===== config.mk =====
export PLATFORM = sky130hd
export DESIGN_NAME = serial_adder_seq
export DESIGN_NICKNAME = d
export VERILOG_FILES = /design/src/rtl/serial_adder_seq.sv
export SDC_FILE = /design/constraint.sdc
export NUM_CORES = 1
export LEC_CHECK = 0
export CORE_ASPECT_RATIO = 0.8
export CORE_MARGIN = 2
export CORE_UTILIZATION = 52
export DETAILED_ROUTE_END_ITERATION = 7
export GPL_ROUTABILITY_DRIVEN = 1
export PLACE_DENSITY = 0.88
export SETUP_SLACK_MARGIN = 0.3
export SYNTH_ARGS = -nofsm -noshare
export SYNTH_HDL_FRONTEND = slang
export SYNTH_HIERARCHICAL = 1
export SYNTH_SLANG_ARGS = --single-unit

===== constraint.sdc =====
create_clock -name clk -period 3.1 [get_ports clk]
set_clock_uncertainty 0.1 [all_clocks]
set_input_delay 0.62 -clock clk [delete_from_list [all_inputs] [get_ports clk]]
set_output_delay 0.62 -clock clk [all_outputs]
set_load 0.02 [all_outputs]

===== src/rtl/serial_adder_seq.sv =====
// Bit-serial WIDTH-bit adder: a full adder built from two half-adder cells plus an OR
// processes one operand bit per clock, LSB first, between two valid/ready handshakes.

module half_adder (
  input  logic a_i,
  input  logic b_i,
  output logic s_o,
  output logic c_o
);
  assign s_o = a_i ^ b_i;
  assign c_o = a_i & b_i;
endmodule

module serial_adder_seq #(
  parameter int WIDTH = 4
) (
  input  logic             clk,
  input  logic             rst_n,
  input  logic             in_valid,
  output logic             in_ready,
  input  logic [WIDTH-1:0] a,
  input  logic [WIDTH-1:0] b,
  input  logic             cin,
  output logic             out_valid,
  input  logic             out_ready,
  output logic [WIDTH-1:0] sum,
  output logic             cout
);

  localparam int CW = (WIDTH > 1) ? $clog2(WIDTH) : 1;
  localparam logic [CW-1:0] LAST_BIT = CW'(WIDTH - 1);

  typedef enum logic [1:0] {
    IDLE = 2'd0,
    ADD  = 2'd1,
    DONE = 2'd2
  } state_e;

  state_e           state_q,  state_d;
  logic [CW-1:0]    cnt_q,    cnt_d;
  logic             carry_q,  carry_d;
  logic [WIDTH-1:0] a_sh_q,   a_sh_d;
  logic [WIDTH-1:0] b_sh_q,   b_sh_d;
  logic [WIDTH-1:0] sum_sh_q, sum_sh_d;
  logic [WIDTH-1:0] sum_q,    sum_d;
  logic             cout_q,   cout_d;

  // Full adder for the current bit: propagate/generate from the operands, then fold in the carry.
  logic prop_bit, gen_bit, sum_bit, carry_gen2, carry_nxt;

  half_adder u_ha_ops (
    .a_i (a_sh_q[0]),
    .b_i (b_sh_q[0]),
    .s_o (prop_bit),
    .c_o (gen_bit)
  );

  half_adder u_ha_carry (
    .a_i (prop_bit),
    .b_i (carry_q),
    .s_o (sum_bit),
    .c_o (carry_gen2)
  );

  assign carry_nxt = gen_bit | carry_gen2;

  logic [WIDTH-1:0] sum_sh_next;
  assign sum_sh_next = {sum_bit, sum_sh_q[WIDTH-1:1]};

  always_comb begin
    // NOTE: every always_comb output gets a default first so no path can infer a latch.
    state_d  = state_q;
    cnt_d    = cnt_q;
    carry_d  = carry_q;
    a_sh_d   = a_sh_q;
    b_sh_d   = b_sh_q;
    sum_sh_d = sum_sh_q;
    sum_d    = sum_q;
    cout_d   = cout_q;

    case (state_q)
      IDLE: begin
        if (in_valid) begin
          a_sh_d  = a;
          b_sh_d  = b;
          carry_d = cin;
          cnt_d   = '0;
          state_d = ADD;
        end
      end

      ADD: begin
        a_sh_d   = a_sh_q >> 1;
        b_sh_d   = b_sh_q >> 1;
        sum_sh_d = sum_sh_next;
        carry_d  = carry_nxt;
        if (cnt_q == LAST_BIT) begin
          // Result registers change only here, so sum/cout hold the last answer otherwise.
          sum_d   = sum_sh_next;
          cout_d  = carry_nxt;
          state_d = DONE;
        end else begin
          cnt_d = cnt_q + 1'b1;
        end
      end

      DONE: begin
        if (out_ready) begin
          state_d = IDLE;
        end
      end

      default: state_d = IDLE;
    endcase
  end

  always_ff @(posedge clk) begin
    // NOTE: sequential state uses non-blocking assignments; the reset is synchronous and clears every register.
    if (!rst_n) begin
      state_q  <= IDLE;
      cnt_q    <= '0;
      carry_q  <= 1'b0;
      a_sh_q   <= '0;
      b_sh_q   <= '0;
      sum_sh_q <= '0;
      sum_q    <= '0;
      cout_q   <= 1'b0;
    end else begin
      state_q  <= state_d;
      cnt_q    <= cnt_d;
      carry_q  <= carry_d;
      a_sh_q   <= a_sh_d;
      b_sh_q   <= b_sh_d;
      sum_sh_q <= sum_sh_d;
      sum_q    <= sum_d;
      cout_q   <= cout_d;
    end
  end

  assign in_ready  = (state_q == IDLE);
  assign out_valid = (state_q == DONE);
  assign sum       = sum_q;
  assign cout      = cout_q;

endmodule

# --- After elaboration in Yosys (flattened, before gate mapping) ---
# Index checks and enable logic that the tools add are counted.
word_totals:
  out_inout_bits: 7
  inputBits: 13
  reg_bits: 22
  wordCells: 40
classes:
  mux: 13
  n_eq_ne: 7
  n_bitwise: 5
  addsub: 1
  reduce_logical: 6
op_table:
  columns: ["op", "n"]
  rows:
  - ["$pmux W4 S2", 2]
  - ["$mux W2", 5]
  - ["$mux W4", 2]
  - ["$ne A2 B2 Y1 const B", 3]
  - ["$pmux W2 S3", 1]
  - ["$reduce_and A3 Y1", 2]
  - ["$eq A2 B2 Y1 const B", 2]
  - ["$pmux W2 S2", 1]
  - ["$reduce_and A2 Y1", 2]
  - ["$add A2 B1 Y2 const B", 1]
  - ["$and A1 B1 Y1", 2]
  - ["$eq A2 B1 Y1 const B", 1]
  - ["$logic_not A2 Y1", 1]
  - ["$ne A2 B1 Y1 const B", 1]
  - ["$pmux W1 S2", 1]
  - ["$reduce_bool A2 Y1", 1]
  - ["$xor A1 B1 Y1", 2]
  - ["$mux W1", 1]
  - ["$or A1 B1 Y1", 1]

# --- Depth between registers and ports, before layout ---
# Gate-level depths: netlist of run 1.
depth:
  depth_word: 4
  mapped_depth: 5
  ltp_nobuf: 4

# --- Hierarchy ---
# The synthesis of run 1 kept the hierarchy.
by_module_without_submodules:
  columns: ["mod", "seq_area_each_um2", "area_each_um2", "cells_each", "instances"]
  rows:
  - ["serial_adder_seq", 420.4, 940.9, 97, 1]
  - ["half_adder", 0.0, 12.5, 1, 2]

# --- Worst setup path after synthesis of run 1 ---
# Ideal clock, no wire load.
synth_timing:
  kind: "flip-flop to output port"
  from: "register state_q[1]"
  to: "output out_valid"
  setup_slack_ns: 1.576
  arrival_ns: 0.804
  path_buffers: 0
  required_time_ns: 2.380
  path_stages_with_launch: 2
  cell_sequence: "dfxtp_1 > nor2b_1"
synth_between:
  elab_chain_cells: 1
synth_lines:
  columns: ["element", "line_no", "text"]
  rows:
  - ["from (decl)", "39", "state_e state_q, state_d;"]
  - ["from (signal assigned)", "129", "state_q <= state_d;"]
  - ["$eq A2 B2 Y1", "141", "assign out_valid = (state_q == DONE);"]
  - ["to (decl)", "24", "output logic out_valid,"]
# Every way passes these cells.

# --- Worst setup path after layout of run 1 ---
layout_timing:
  from: "register state_q[0]"
  to: "output in_ready"
layout_between:
  elab_chain_cells: 1
layout_lines:
  columns: ["element", "line_no", "text"]
  rows:
  - ["$logic_not A2 Y1", "140", "assign in_ready = (state_q == IDLE);"]
  - ["to (decl)", "20", "output logic in_ready,"]
# Every way passes these cells.

==> flow_metrics.tcl, run 1 <==
set metrics [dict create \
    status "finished, final reports clean" \
    ctsHoldBuffers 0 \
    synth_async_sr_flop_share 0 \
    dieWidth_um 52.19 \
    initial_utilization 0.5710 \
    wl_per_cell_um 14.40 \
    finalCritPeriodShare 0.8180 \
    root_buffer "clkbuf_4" \
    fin_tns_setup_ns 0 \
    fmax_mhz 394.4 \
    antenna_found_initial 0 \
    crit_fanout 10 \
    slew_headroom 0.5247 \
    clk_path_buf_depth 2 \
    ios 20 \
    share_seq_of_total_power 0.580 \
    synth.distinct_cells 24 \
    min_period_ns 2.536 \
    hp-class "reg -> reg" \
    viasPerCell 5.645 \
    design.core.area_um2 1692 \
    combPwrFrac 0.160 \
    synthFlopType "dfxtp_1" \
    grt_pass1_vias 739 \
    synth-edff-count 0 \
    cp-end-kind "output port" \
    layout.nets 133 \
    clock_latency_ns 0.31 \
    hold_slack_ns 0.3685 \
    worstPathArrival_ns 1.82 \
    ys_seq_elements 21 \
    pre_cts_slack_ns 0.9102 \
    ys_top_cells_by_area "dfxtp_1, mux2i_1, a211oi_2" \
    post-cts-setup-buffer-count 0 \
    synth_top_area_cell "dfxtp_1" \
    syn-num-nets 115 \
    rows 13 \
    drtIter0Drc 24 \
    synth_common_cells "dfxtp_1, mux2i_1, nor2_1" \
    io_buffers 19 \
    leakagePower_nw 0.4236 \
    post_cts_resized 0 \
    drc 0 \
    worst_pin_slew_ns 0.7121 \
    seq_area_frac_synth 0.4352 \
    gp_routability_congestion 0.7754 \
    p_total_mw 0.5073 \
    worst_path_max_delay_cell "clkdlybuf4s50_1" \
    power_density_nw_per_um2 436.4 \
    ys_warn_count 6 \
    cap_violations 0 \
    overflow 0 \
    path_buf_inv 2 \
    cts_buffers 3 \
    drt-total-wl_um 1987 \
    intPower_mw 0.3747 \
    syn_to_final_growth_pct 20.34 \
    routed-via-count 779 \
    ant_nets 0 \
    report.final.slew_viol_count 0 \
    grt_max_degree 22 \
    finalHoldViolCount 0 \
    dieArea_um2 2220 \
    synth_top_area_frac 0.4352 \
    antenna_cells 0 \
    cp.required_ns 2.38 \
    cp_cell_sequence "buf_4 -> nor2_1 -> clkdlybuf4s50_1" \
    switching_share 0.2614 \
    cp_slowest_stage_delay_ns 0.67 \
    rsz0062_at_grt "no" \
    fin_ws_ns 0.5643 \
    synthCells 99 \
    p_sw_mw 0.1326 \
    grt_pass1_wl_um 3381 \
    grt_usage 0.2101 \
    die_h_um 42.55 \
    critPathKind "reg -> out" \
    syn_area_um2 965.9 \
    first_pass_iters 4 \
    crit_family "buffers and inverters" \
    cts_tree "built" \
    yosysMostFrequentCell "dfxtp_1" \
    clockPowerShare 0.260 \
    ir_drop_mv 0.2830 \
    critPathLaunchType "flop" \
    drive_gt1_frac 0.1293 \
    clk_pin_slew_worst_paths_ns 0.11 \
    h-tree-depth 1 \
    clock_sinks 21 \
    finalSetupViolCount 0 \
    synth.avg_cell_area_um2 9.757 \
    hpwlAfterDp_um 1503 \
]
==> state kept, by name, summed over array words and instances, names as in the netlist <==
register / flops
a_sh_q: 4
b_sh_q: 4
carry_q: 1
cnt_q: 2
cout: 1
state_q: 2
sum: 4
sum_sh_q: 3
==> worst min-delay path: cells and delay by family, from the launching register on <==
| kind | cells | cell delay (ns) |
|---|---|---|
| flip-flops | 1 | 0.32 |
| AO/OA/AOI/OAI | 1 | 0.06 |
| AND/OR/NAND/NOR | 1 | 0.05 |
==> logic make-up (layout without fill, tap and decap cells) <==
kind of cell               count (synthesis)  after routing  synth area share
adders and majority gates                  3              3           0.03886
buffers and inverters                      9             26           0.06477
AOI/OAI and AO/OA                         21             21            0.1813
muxes                                     10             10            0.1036
DFF                                       21             21            0.4352
and+or+nand+nor                           35             35            0.1762
==> metal layers <==
metal	track usage	up-vias	wire length (µm)
met4	0.03077	0	21
met2	0.3772	21	1018
met1	0.2418	368	850
li1	-	384	-
met5	0	-	0
met3	0.07500	6	96
==> cells in the final DEF (no fill, tap or decap), drive strengths merged <==
master	netlist	final
ha	3	3
clkdlybuf4s50	0	19
a31oi	3	3
nor3	3	3
nor2b	2	2
mux2i	10	10
a32oi	2	2
nand3b	1	1
inv	2	2
o21bai	1	1
nand2	7	7
buf	5	1
nand3	7	7
o21ba	1	1
o21ai	1	1
a21oi	7	7
clkbuf	2	4
nor2	13	13
dfxtp	21	21
a211oi	6	6
nor4b	1	1
nand2b	1	1
==> cell type report <==
type | count | area (µm²)
fillers | 139 | 529.3
multi-input cells | 69 | 483.0
flip-flops and latches | 21 | 420.4
repair buffers | 20 | 197.7
well taps | 22 | 27.53
clock buffers | 4 | 26.28
inverters | 2 | 7.507
==> stage by stage <==
step | cell area [µm²] | util | cells
final | 1162 | 0.6871 | 138
after global routing | 1162 | 0.6871 | 138
after CTS | 1162 | 0.6871 | 138
after detailed placement | 1136 | 0.6716 | 134
after global placement | 1136 | 0.6716 | 134
after floorplan | 965.9 | - | 99
==> power by group through the flow <==
stage                     logic [mW]  registers, mW  clock network (mW)
after floorplan               0.0613          0.296                   0
after global placement        0.0770          0.299                   0
after detailed placement      0.0810          0.300                   0
after CTS                     0.0814          0.294               0.135
after global routing          0.0896          0.296               0.143
final                         0.0813          0.294               0.132
==> worst paths after layout <==
kind	slack, ns	end	from	cells after the start
worst min-delay path	0.37	sum[2]$_SDFFE_PN0P_	sum[2]$_SDFFE_PN0P_	2
worst max register to register	1.42	cout$_SDFFE_PN0P_	cnt_q[0]$_SDFFE_PN0P_	4
worst max-delay path	0.56	in_ready	state_q[0]$_SDFFE_PN0P_	3
worst min register to register	0.37	sum[2]$_SDFFE_PN0P_	sum[2]$_SDFFE_PN0P_	2
Power figures use the tool's default switching activity.
==> run 2: changes to the inputs <==
--- a/config.mk
+++ b/config.mk
@@ -7,10 +7,10 @@
 export LEC_CHECK = 0
 export CORE_ASPECT_RATIO = 0.8
 export CORE_MARGIN = 2
-export CORE_UTILIZATION = 52
+export CORE_UTILIZATION = 44
 export DETAILED_ROUTE_END_ITERATION = 7
 export GPL_ROUTABILITY_DRIVEN = 1
-export PLACE_DENSITY = 0.88
+export PLACE_DENSITY = 0.8
 export SETUP_SLACK_MARGIN = 0.3
 export SYNTH_ARGS = -nofsm -noshare
 export SYNTH_HDL_FRONTEND = slang
==> constraint.sdc (replaced) <==
create_clock -name clk -period 2.1 [get_ports clk]
set_clock_uncertainty 0.1 [all_clocks]
set_input_delay 0.42 -clock clk [delete_from_list [all_inputs] [get_ports clk]]
set_output_delay 0.42 -clock clk [all_outputs]
set_load 0.02 [all_outputs]
==> flow_metrics.tcl, run 2 (same netlist as run 1, synthesis figures left out) <==
set metrics [dict create \
    status "finished, final reports clean" \
    root_buffer "clkbuf_4" \
    die_h_um 45.91 \
    design.core.area_um2 2121 \
    hold_end "sum[0]$_SDFFE_PN0P_" \
    finalCritPeriodShare 0.7876 \
    final_cells 143 \
    rsz0062_at_grt "no" \
    cts_tree "built" \
    viasPerCell 5.308 \
    r2r_end "cout$_SDFFE_PN0P_" \
    cp.required_ns 1.58 \
    grt_max_degree 22 \
    syn_to_final_growth_pct 23.06 \
    pre_cts_slack_ns 0.2811 \
    initial_utilization 0.4555 \
    drt-total-wl_um 1807 \
    cap_violations 0 \
    cp-end-kind "output port" \
    finalHoldViolCount 0 \
    hpwlAfterDp_um 1341 \
    critPathKind "reg -> out" \
    cp_cell_sequence "nor2b_1 -> clkbuf_2" \
    grt_pass1_vias 720 \
    ff2ff_path_depth 4 \
    reg2reg_from "cnt_q[0]$_SDFFE_PN0P_" \
    report.final.slew_viol_count 0 \
    r2r_slack_ns 0.53 \
    rows 15 \
    cp_slowest_stage_delay_ns 0.42 \
    ant_nets 0 \
    ios 20 \
    fmax_mhz 604.6 \
    grt_util_met2 0.2753 \
    first_pass_iters 4 \
    drive_gt1_frac 0.1864 \
    grt_pass1_wl_um 3139 \
    overflow 0 \
    dieArea_um2 2588 \
    clock_sinks 21 \
    grt_usage 0.1613 \
    power_density_nw_per_um2 623.9 \
    final_common_cell "dfxtp_1" \
    fin_ws_ns 0.4461 \
    clk_pin_slew_worst_paths_ns 0.11 \
    fin_tns_setup_ns 0 \
    io_buffers 19 \
    finalSetupViolCount 0 \
    min_path_cells 2 \
    leakagePower_nw 0.5321 \
    gp_routability_congestion 0.8177 \
    cts_buffers 3 \
    clk_path_buf_depth 2 \
    layout.nets 135 \
    grt_use_met3 0.05398 \
    wl_per_cell_um 12.64 \
    hp-start "sum[0]$_SDFFE_PN0P_" \
    slew_headroom 0.7378 \
    post-cts-setup-buffer-count 0 \
    ir_drop_mv 0.5029 \
    final_util 0.5605 \
    worst_path_max_delay_cell "dfxtp_2" \
    worst_pin_slew_ns 0.3924 \
    drtIter0Drc 7 \
    dieWidth_um 56.39 \
    antenna_cells 0 \
    crit_fanout 9 \
    met1_usage 0.1959 \
    hp-class "reg -> reg" \
    worstPathArrival_ns 1.13 \
    min_period_ns 1.654 \
    layout_common_cells "dfxtp_1, clkdlybuf4s50_1, mux2i_1, nor2_1" \
    p_total_mw 0.7416 \
    drc 0 \
    busiest_layer "met2" \
    critPathLaunchType "flop" \
    antenna_found_initial 0 \
    place_inst 139 \
    routed-via-count 759 \
    h-tree-depth 1 \
    clock_latency_ns 0.30 \
]
==> run 2: layout make-up <==
| class | instances | area, µm² |
|---|---|---|
| clock buffer | 3 | 22.52 |
| clock inverter | 1 | 5.005 |
| fill | 190 | 932.1 |
| inverter | 2 | 7.507 |
| multi-input combinational | 69 | 485.5 |
| sequential | 21 | 421.7 |
| tap | 25 | 31.28 |
| timing repair buffer | 22 | 215.2 |
==> run 2: where the power goes <==
group	switching, mW	internal [mW]	total [mW]
combinational	0.0587	0.0621	0.121
sequential	0.0157	0.418	0.434
clock	0.116	0.0710	0.187
total	0.190	0.551	0.742
==> run 2: through the flow <==
step / hold WS [ns] / area [µm²]
3_5_place_dp: 0.3496 / 1155
2_1_floorplan: 0.3429 / 965.9
6_report: 0.3620 / 1189
3_3_place_gp: 0.3457 / 1155
4_1_cts: 0.3659 / 1184
5_1_grt: 0.3908 / 1189
==> run 2: how the worst max path moves through the flow <==
stage                 to  cells after the start               startpoint
2_1_floorplan  out_valid                      1  state_q[1]$_SDFFE_PN0P_
4_1_cts        out_valid                      2  state_q[1]$_SDFFE_PN0P_
3_3_place_gp   out_valid                      2  state_q[1]$_SDFFE_PN0P_
5_1_grt        out_valid                      2  state_q[1]$_SDFFE_PN0P_
3_5_place_dp   out_valid                      2  state_q[1]$_SDFFE_PN0P_
6_report       out_valid                      2  state_q[1]$_SDFFE_PN0P_
==> run 2: worst max-delay path: cells and delay by family (launching register included) <==
family	cells	cell delay (ns)
buffers and inverters	1	0.20
flip-flops	1	0.42
AND/OR/NAND/NOR	1	0.21
==> run 2: what timing repair did <==
item,CTS,global route
setup endpoints to repair,2,7
hold buffers,0,0
resized for setup,4,9
==> run 2: layer usage <==
layer | routed length (µm) | vias to the layer above
met5 | 0 | -
met4 | 17 | 0
li1 | - | 390
met3 | 54 | 2
met1 | 861 | 357
met2 | 873 | 10
==> run 3: changes to the inputs <==
--- a/config.mk
+++ b/config.mk
@@ -7,10 +7,10 @@
 export LEC_CHECK = 0
 export CORE_ASPECT_RATIO = 0.8
 export CORE_MARGIN = 2
-export CORE_UTILIZATION = 44
+export CORE_UTILIZATION = 49
 export DETAILED_ROUTE_END_ITERATION = 7
 export GPL_ROUTABILITY_DRIVEN = 1
-export PLACE_DENSITY = 0.8
+export PLACE_DENSITY = 0.84
 export SETUP_SLACK_MARGIN = 0.3
 export SYNTH_ARGS = -nofsm -noshare
 export SYNTH_HDL_FRONTEND = slang
==> constraint.sdc (replaced) <==
create_clock -name clk -period 1.6 [get_ports clk]
set_clock_uncertainty 0.1 [all_clocks]
set_input_delay 0.32 -clock clk [delete_from_list [all_inputs] [get_ports clk]]
set_output_delay 0.32 -clock clk [all_outputs]
set_load 0.02 [all_outputs]
==> flow_metrics.tcl, run 3 (same netlist as run 1, synthesis figures left out) <==
set metrics [dict create \
    rsz0062_at_grt "yes" \
    syn_to_final_growth_pct 44.56 \
    min_period_ns 1.400 \
    finalSetupViolCount 0 \
    crit_family "flip-flops" \
    clk_path_buf_depth 2 \
    drtIter0Drc 43 \
    dieArea_um2 2345 \
    cap_violations 0 \
    clock_latency_ns 0.32 \
    drive_gt1_frac 0.4370 \
    overflow 0 \
    finalCritPeriodShare 0.8750 \
    nFillCells 117 \
    grt_pass1_wl_um 3408 \
    design.core.area_um2 1874 \
    ir_drop_mv 0.5058 \
    grt_usage 0.2058 \
    reg2reg_from "cnt_q[1]$_SDFFE_PN0P_" \
    critPathLaunchType "flop" \
    grt_max_degree 16 \
    crit_fanout 3 \
    initial_utilization 0.5154 \
    ff2ff_path_depth 5 \
    final_util 0.7450 \
    path_buf_inv 1 \
    final_cells 159 \
    die_h_um 43.71 \
    clock_sinks 21 \
    cp_cell_sequence "nor2b_4 -> buf_6" \
    ios 20 \
    gp_routability_congestion 0.8368 \
    root_buffer "clkbuf_4" \
    cts_buffers 3 \
    place_inst 144 \
    fin_ws_ns 0.2000 \
    antenna_cells 0 \
    rows 14 \
    antenna_found_initial 0 \
    min_path_cells 3 \
    drc 0 \
    finalHoldViolCount 0 \
    viasPerCell 5.755 \
    hp-class "in -> reg" \
    ctsHoldBuffers 0 \
    cp-end-kind "output port" \
    r2r_end "sum[1]$_SDFFE_PN0P_" \
    first_pass_iters 4 \
    status "finished, final reports clean" \
    hpwlAfterDp_um 1473 \
    layout_common_cells "dfxtp_1, buf_4, clkdlybuf4s50_1, mux2i_1, nor2_1" \
    routed-via-count 915 \
    drt-total-wl_um 2745 \
    clk_pin_slew_worst_paths_ns 0.12 \
    slew_headroom 0.7465 \
    dieWidth_um 53.64 \
    io_buffers 19 \
    leakagePower_nw 0.5653 \
    r2r_slack_ns 0.24 \
    cp_slowest_stage_delay_ns 0.38 \
    wl_per_cell_um 17.26 \
    hold_end "state_q[0]$_SDFFE_PN0P_" \
    hp-start "in_valid" \
    power_density_nw_per_um2 776.2 \
    critPathKind "reg -> out" \
    report.final.slew_viol_count 0 \
    grt_pass1_vias 778 \
    fmax_mhz 714.3 \
    pre_cts_slack_ns -0.004954 \
    h-tree-depth 1 \
    cts_tree "built" \
    crit_cells 2 \
    layout.nets 152 \
    cp.required_ns 1.18 \
    worst_path_max_delay_cell "dfxtp_2" \
    worst_pin_slew_ns 0.3799 \
    worstPathArrival_ns 0.98 \
    ant_nets 0 \
]
-- run 3: changes by cell type in the layout (fill, tap and decap cells not counted), moves of 3 or more --
| cell | delta |
|---|---|
| buf_2 | +6 |
| buf_4 | +13 |
| buf_6 | +3 |
| dfxtp_1 | -4 |
| dfxtp_2 | +3 |
| dlymetal6s2s_1 | -4 |
| ha_1 | -3 |
-- run 3: worst max-delay path by stage --
stage	start	end	slack, ns
after CTS	state_q[0]$_SDFFE_PN0P_	sum_sh_q[1]$_SDFFE_PN0N_	0.21
after floorplan	a_sh_q[0]$_SDFFE_PN0P_	sum_sh_q[3]$_SDFFE_PN0N_	0.33
after detailed placement	in_valid	b_sh_q[1]$_SDFFE_PN0P_	-0.005
after global routing	cnt_q[1]$_SDFFE_PN0P_	sum[1]$_SDFFE_PN0P_	0.16
final	state_q[1]$_SDFFE_PN0P_	out_valid	0.20
after global placement	state_q[1]$_SDFFE_PN0P_	out_valid	0.03
-- run 3: area by class of cell --
cell class / instances / area [µm²] / area share
Tap cell: 24 / 30.03 / 0.02151
Timing Repair Buffer: 38 / 326.6 / 0.2339
Clock buffer: 3 / 22.52 / 0.01613
Inverter: 2 / 7.507 / 0.005376
Clock inverter: 1 / 5.005 / 0.003584
Sequential cell: 21 / 429.2 / 0.3073
Multi-Input combinational cell: 70 / 575.6 / 0.4122
-- run 3: what timing repair did --
| action | CTS | global route |
|---|---|---|
| setup endpoints to repair | 23 | 22 |
| pin swaps | 0 | 3 |
| gates cloned | 0 | 2 |
| gates resized for setup | 39 | 22 |
| setup buffers | 1 | 8 |
-- run 3: worst register-to-register path: stages (launching register included) --
cell and delay (ns):
dfxtp_1 0.39, ha_2 0.24, nand3b_1 0.19, buf_4 0.21, nand2_1 0.08, a21oi_2 0.05
-- run 3: power by group --
group	total, mW	switching, mW	internal [mW]
Combinational	0.240	0.106	0.134
Sequential	0.575	0.0246	0.550
Clock	0.269	0.175	0.0936
-- run 3: metrics by stage --
step / power (mW) / area (µm²) / TNS [ns] / hold slack [ns]
after floorplan: 0.6923 / 965.9 / 0 / 0.3429
after global placement: 0.7423 / 1199 / 0 / 0.3446
after detailed placement: 0.7506 / 1199 / -0.004954 / 0.3474
after CTS: 1.014 / 1229 / 0 / 0.3609
after global routing: 1.124 / 1396 / 0 / 0.3654
final: 1.084 / 1396 / 0 / 0.3416
-- run 3: metal layers --
layer  wire, µm  share of wire  track usage
met5          0              0            0
met4         71          0.026      0.06667
met3        121          0.044      0.06552
met2       1353           0.49       0.3407
met1       1198           0.44       0.2533
